$ cat src/rtl/biu_pkg.sv
// Shared Bus Interface Unit constants and types, used by the response FIFO and width converters.
package biu_pkg;

    localparam int unsigned BIU_RSP_DATA_WIDTH = 128;
    localparam int unsigned BIU_ID_DATA_WIDTH  = 32;

    typedef logic [BIU_RSP_DATA_WIDTH-1:0] biu_rsp_data_t;

endpackage

$ cat src/rtl/biu_rsp_fifo.sv
// First-word-fall-through response buffer between the bus side and the response width converter.
// Flags and count come only from registered pointers, so no combinational path crosses the FIFO.
module biu_rsp_fifo
    import biu_pkg::*;
#(
    parameter int unsigned DATA_WIDTH = BIU_RSP_DATA_WIDTH,
    parameter int unsigned DEPTH      = 4,
    parameter int unsigned CNT_WIDTH  = $clog2(DEPTH) + 1
) (
    input  logic                  clk,
    input  logic                  rst,
    input  logic                  flush,
    input  logic                  bus_rsp_valid,
    output logic                  bus_rsp_ready,
    input  logic [DATA_WIDTH-1:0] bus_rsp_rdata,
    output logic                  fifo_rsp_valid,
    input  logic                  fifo_rsp_ready,
    output logic [DATA_WIDTH-1:0] fifo_rsp_rdata,
    output logic [CNT_WIDTH-1:0]  fifo_count
);

    localparam int unsigned AW = CNT_WIDTH - 1;

    logic [DATA_WIDTH-1:0] mem_q [DEPTH];
    logic [DATA_WIDTH-1:0] mem_d [DEPTH];
    logic [CNT_WIDTH-1:0]  wr_ptr_q, wr_ptr_d;
    logic [CNT_WIDTH-1:0]  rd_ptr_q, rd_ptr_d;
    logic                  empty, full, push, pop;

    // Pointers carry an extra wrap bit so full and empty are distinguishable.
    assign empty = (wr_ptr_q == rd_ptr_q);
    assign full  = (wr_ptr_q[AW-1:0] == rd_ptr_q[AW-1:0]) && (wr_ptr_q[AW] != rd_ptr_q[AW]);

    assign push = bus_rsp_valid & ~full;
    assign pop  = fifo_rsp_ready & ~empty;

    assign bus_rsp_ready  = ~full;
    assign fifo_rsp_valid = ~empty;
    assign fifo_rsp_rdata = mem_q[rd_ptr_q[AW-1:0]];
    assign fifo_count     = wr_ptr_q - rd_ptr_q;

    always_comb begin
        mem_d    = mem_q;
        wr_ptr_d = wr_ptr_q;
        rd_ptr_d = rd_ptr_q;
        if (flush) begin
            // Storage is left intact; only the pointers are discarded.
            wr_ptr_d = '0;
            rd_ptr_d = '0;
        end else begin
            if (push) begin
                mem_d[wr_ptr_q[AW-1:0]] = bus_rsp_rdata;
                wr_ptr_d                = wr_ptr_q + CNT_WIDTH'(1);
            end
            if (pop) begin
                rd_ptr_d = rd_ptr_q + CNT_WIDTH'(1);
            end
        end
    end

    always_ff @(posedge clk or posedge rst) begin
        if (rst) begin
            wr_ptr_q <= '0;
            rd_ptr_q <= '0;
            for (int unsigned i = 0; i < DEPTH; i++) begin
                mem_q[i] <= '0;
            end
        end else begin
            wr_ptr_q <= wr_ptr_d;
            rd_ptr_q <= rd_ptr_d;
            mem_q    <= mem_d;
        end
    end

endmodule
$ cat config.mk
export PLATFORM = sky130hd
export DESIGN_NAME = biu_rsp_fifo
export DESIGN_NICKNAME = d
export VERILOG_FILES = /design/src/rtl/biu_pkg.sv /design/src/rtl/biu_rsp_fifo.sv
export SDC_FILE = /design/constraint.sdc
export NUM_CORES = 1
export LEC_CHECK = 0
export CORE_MARGIN = 4
export CORE_UTILIZATION = 55
export DETAILED_ROUTE_END_ITERATION = 8
export DONT_BUFFER_PORTS = 1
export PLACE_DENSITY = 0.76
export SYNTH_ARGS = -nofsm -noshare
export SYNTH_HDL_FRONTEND = slang
export SYNTH_SLANG_ARGS = --single-unit
export TNS_END_PERCENT = 20
$ cat constraint.sdc
create_clock -name clk -period 18.6 [get_ports clk]
set_clock_uncertainty 0.1 [all_clocks]
set_input_delay 2.79 -clock clk [delete_from_list [all_inputs] [get_ports clk]]
set_output_delay 2.79 -clock clk [all_outputs]
set_load 0.01 [all_outputs]
==> reports/qor.tcl <==
set qor(area_growth_pct) 7.68
set qor(worst_ep_required_time_ps) 15710
set qor(tritoncts_num_sinks) 518
set qor(wl_per_cell_um) 25.1
set qor(postCtsResizedCells) 0
set qor(dieWidth_um) 215
set qor(number_of_storage_elements_in_the_synthesis_netlist) 518
set qor(netSwitchingPower_mw) 0.950
set qor(postCtsSetupBuffers) 0
set qor(h_tree_levels) 2
set qor(drt-total-wl_mm) 46.8
set qor(power_mw) 3.63
set qor(rsz0062_at_grt) {false}
set qor(floorplan.die.height_um) 215
set qor(synth.top_cell.area_share_pct) 54.9
set qor(drc_viols) 0
set qor(synth_warnings) 0
set qor(max-cap-violations) 0
set qor(antenna_cells) 0
set qor(filler_cell_count) 3065
set qor(power_leakage_nw) 11.7
set qor(post_synth_main_area_contributors) {sky130_fd_sc_hd__dfrtp_1 55%, sky130_fd_sc_hd__mux2_2 14%, sky130_fd_sc_hd__mux2_4 13%}
set qor(hold-path-cell-count) 1
set qor(path_class) {reg2out}
set qor(cts.hold.buffers_added) 0
set qor(timing.critical_path.from_type) {flip-flop}
set qor(ys.flop_type) {sky130_fd_sc_hd__dfrtp_1}
set qor(irDropWorstVdd_mv) 0.0947
set qor(dr.first_iter.drc_count) 536
set qor(avgViaCountPerCell) 6.07
set qor(syn_inst) 1294
set qor(clock.fmax_mhz) 166
set qor(number_of_unique_standard_cell_types_used_by_synthesis) 31
set qor(final_layout_size_suffix_gt1_share_pct) 56.0
set qor(most_used_standard_cell_by_instance_count_after_synthesis) {sky130_fd_sc_hd__dfrtp_1}
set qor(end_kind) {primary output}
set qor(overflow_left_after_global_routing) 0
set qor(antenna_left) 0
set qor(syn_avg_cell_area_um2) 18.3
set qor(critPathMaxFanout) 50
set qor(hold-worst-slack_ps) 383
set qor(worstPathArrival_ps) 3150
set qor(power_frac_seq_pct) 45.8
set qor(final_hold_viol_count) 0
set qor(finish.net_count) 1423
set qor(synthesis.area_um2) 23600
set qor(synth-async-reset-ratio_pct) 100
set qor(area_leader_netlist) {sky130_fd_sc_hd__dfrtp_1}
set qor(yosysSeqAreaShare_pct) 54.9
set qor(tritoncts.num_buffers) 53
set qor(synth_edf_count) 0
set qor(m1WireLength_mm) 20.1
set qor(dieArea_um2) 46300
set qor(track_usage_pct) 20.5
set qor(synth_nets) 1435
set qor(maxUsedRoutingLayer) {met4}
set qor(met2_wirelength_mm) 22.4
set qor(cts_root_buffer) {sky130_fd_sc_hd__clkbuf_16}
set qor(worst_slew_pin_slew_ps) 1050
set qor(holdCritPathClass) {reg2reg}
set qor(port_buffers) 0
set qor(pwr_density_cell_nw_per_um2) 143
set qor(ranking_of_synthesized_cells_by_instance_count) {518 x sky130_fd_sc_hd__dfrtp_1, 301 x sky130_fd_sc_hd__mux2_2, 200 x sky130_fd_sc_hd__mux2_4, 128 x sky130_fd_sc_hd__mux4_2}
set qor(grt_start_max_net_pins) 142
set qor(floorplan.rows) 75
set qor(design.portCount) 266
set qor(vias_in_the_first_global_route) 12800
set qor(run_status) {complete, no violations}
set qor(setup_viol_count_final) 0
set qor(drt_pre_antenna_iters) 4
set qor(power.share.switching_pct) 26.2
set qor(grt_antenna_before_repair) 0
set qor(met3WireLength_mm) 3.20
set qor(layout_worst_path_cycle_share_pct) 32.5
set qor(reg2reg_depth) 7
set qor(clkPwrFrac_pct) 30.7
set qor(grt_pass1_wl_mm) 75.7
set qor(buffer_depth_of_the_longest_clock_path) 3
set qor(timing.final.max_slew_violations) 0
set qor(via_count) 11300
set qor(cell_internal_pwr_mw) 2.68
set qor(worstSkewPairLatency_ps) 600
set qor(fin_tns_setup_ps) 0
set qor(maxSlewHeadroom_pct) 30.2
set qor(layout_min_cycle_time_ps) 6040
set qor(placer_congestion_estimate) 0.731
set qor(clkSlewWorstSetupHoldPaths_ps) 60
set qor(power_frac_comb_pct) 23.5
set qor(hpwlAfterDp_mm) 28.7
set qor(core_area_um2) 42200
set qor(initial_utilization_pct) 56.0
set qor(tritoncts) {done}
[cell usage in the layout, fill, tap and decap left out, drive strengths merged, types with 2 or more instances in the layout]
cell type / synthesis / layout
o211ai: 5 / 5
a31oi: 2 / 2
clkinv: 0 / 10
nor2: 5 / 5
dfrtp: 518 / 518
nor2b: 3 / 3
clkbuf: 8 / 79
nand2: 4 / 4
mux4: 128 / 128
ha: 7 / 7
xnor2: 2 / 2
mux2: 516 / 516
inv: 8 / 9
bufinv: 0 / 7
buf: 80 / 21
[metrics by stage]
step                      cells  area, um^2  utilization, %  setup slack (ps)
after floorplan            1294       23600               -              1240
after global placement     1766       23600            55.9             13010
after detailed placement   1766       23600            55.9             12890
after CTS                  1863       25400            60.2             12450
after global routing       1863       25400            60.2             12350
final                      1863       25400            60.2             12560
[final timing paths]
| path | end | slack (ps) | start |
|---|---|---|---|
| min in group asynchronous | mem_q[439]$_DFFE_PP0P_ | 2130 | rst |
| setup / recovery | fifo_rsp_rdata[90] | 12560 | rd_ptr_q[0]$_DFFE_PP0P_ |
| setup reg to reg | mem_q[199]$_DFFE_PP0P_ | 14180 | rd_ptr_q[1]$_DFFE_PP0P_ |
| hold reg to reg | mem_q[218]$_DFFE_PP0P_ | 380 | mem_q[218]$_DFFE_PP0P_ |
| max in group asynchronous | rd_ptr_q[0]$_DFFE_PP0P_ | 13720 | rst |
| hold / removal | mem_q[218]$_DFFE_PP0P_ | 380 | mem_q[218]$_DFFE_PP0P_ |
[state kept, by name, summed over array words and instances, names as in the netlist]
signal and flops:
wr_ptr_q 3, rd_ptr_q 3, mem_q 512
[metal layers]
metal  up-vias  GRT usage, %
met3        76          6.33
met2       237          33.1
li1       4808             -
met5         -             0
met1      6190          27.1
met4         0          5.99
[power groups by stage]
stage	Sequential, mW	Clock [mW]	Combinational [mW]
finish	1.66	1.11	0.854
global route	1.70	1.19	0.913
global placement	1.65	0	0.840
detailed placement	1.67	0	0.865
floorplan	1.60	0	0.759
CTS	1.66	1.14	0.868
[worst max-delay path, stage by stage, from the launching register on]
cell                      delay (ps)
sky130_fd_sc_hd__dfrtp_4         910
sky130_fd_sc_hd__buf_4           830
sky130_fd_sc_hd__mux4_2          680
[layout make-up]
cell class	count	area [um^2]	area share [%]
sequential	518	13000	51.0
multi-input combinational	680	9760	38.4
clock buffer	79	1570	6.16
tap	539	674	2.65
clock inverter	18	273	1.07
timing repair buffer	21	158	0.620
inverter	8	37.5	0.148
[cell families (layout without fill, tap and decap cells)]
kind of cell,count (synthesis),after routing,share of synthesized area [%]
AND/OR/NAND/NOR,15,15,0.318
buffers and inverters,96,126,3.82
multiplexers,645,645,40.0
XOR/XNOR,2,2,0.106
flip-flops,518,518,54.9
AO/OA/AOI/OAI,10,10,0.429
adder cells (fa/ha/maj),8,8,0.455
Power figures use the tool's default switching activity.
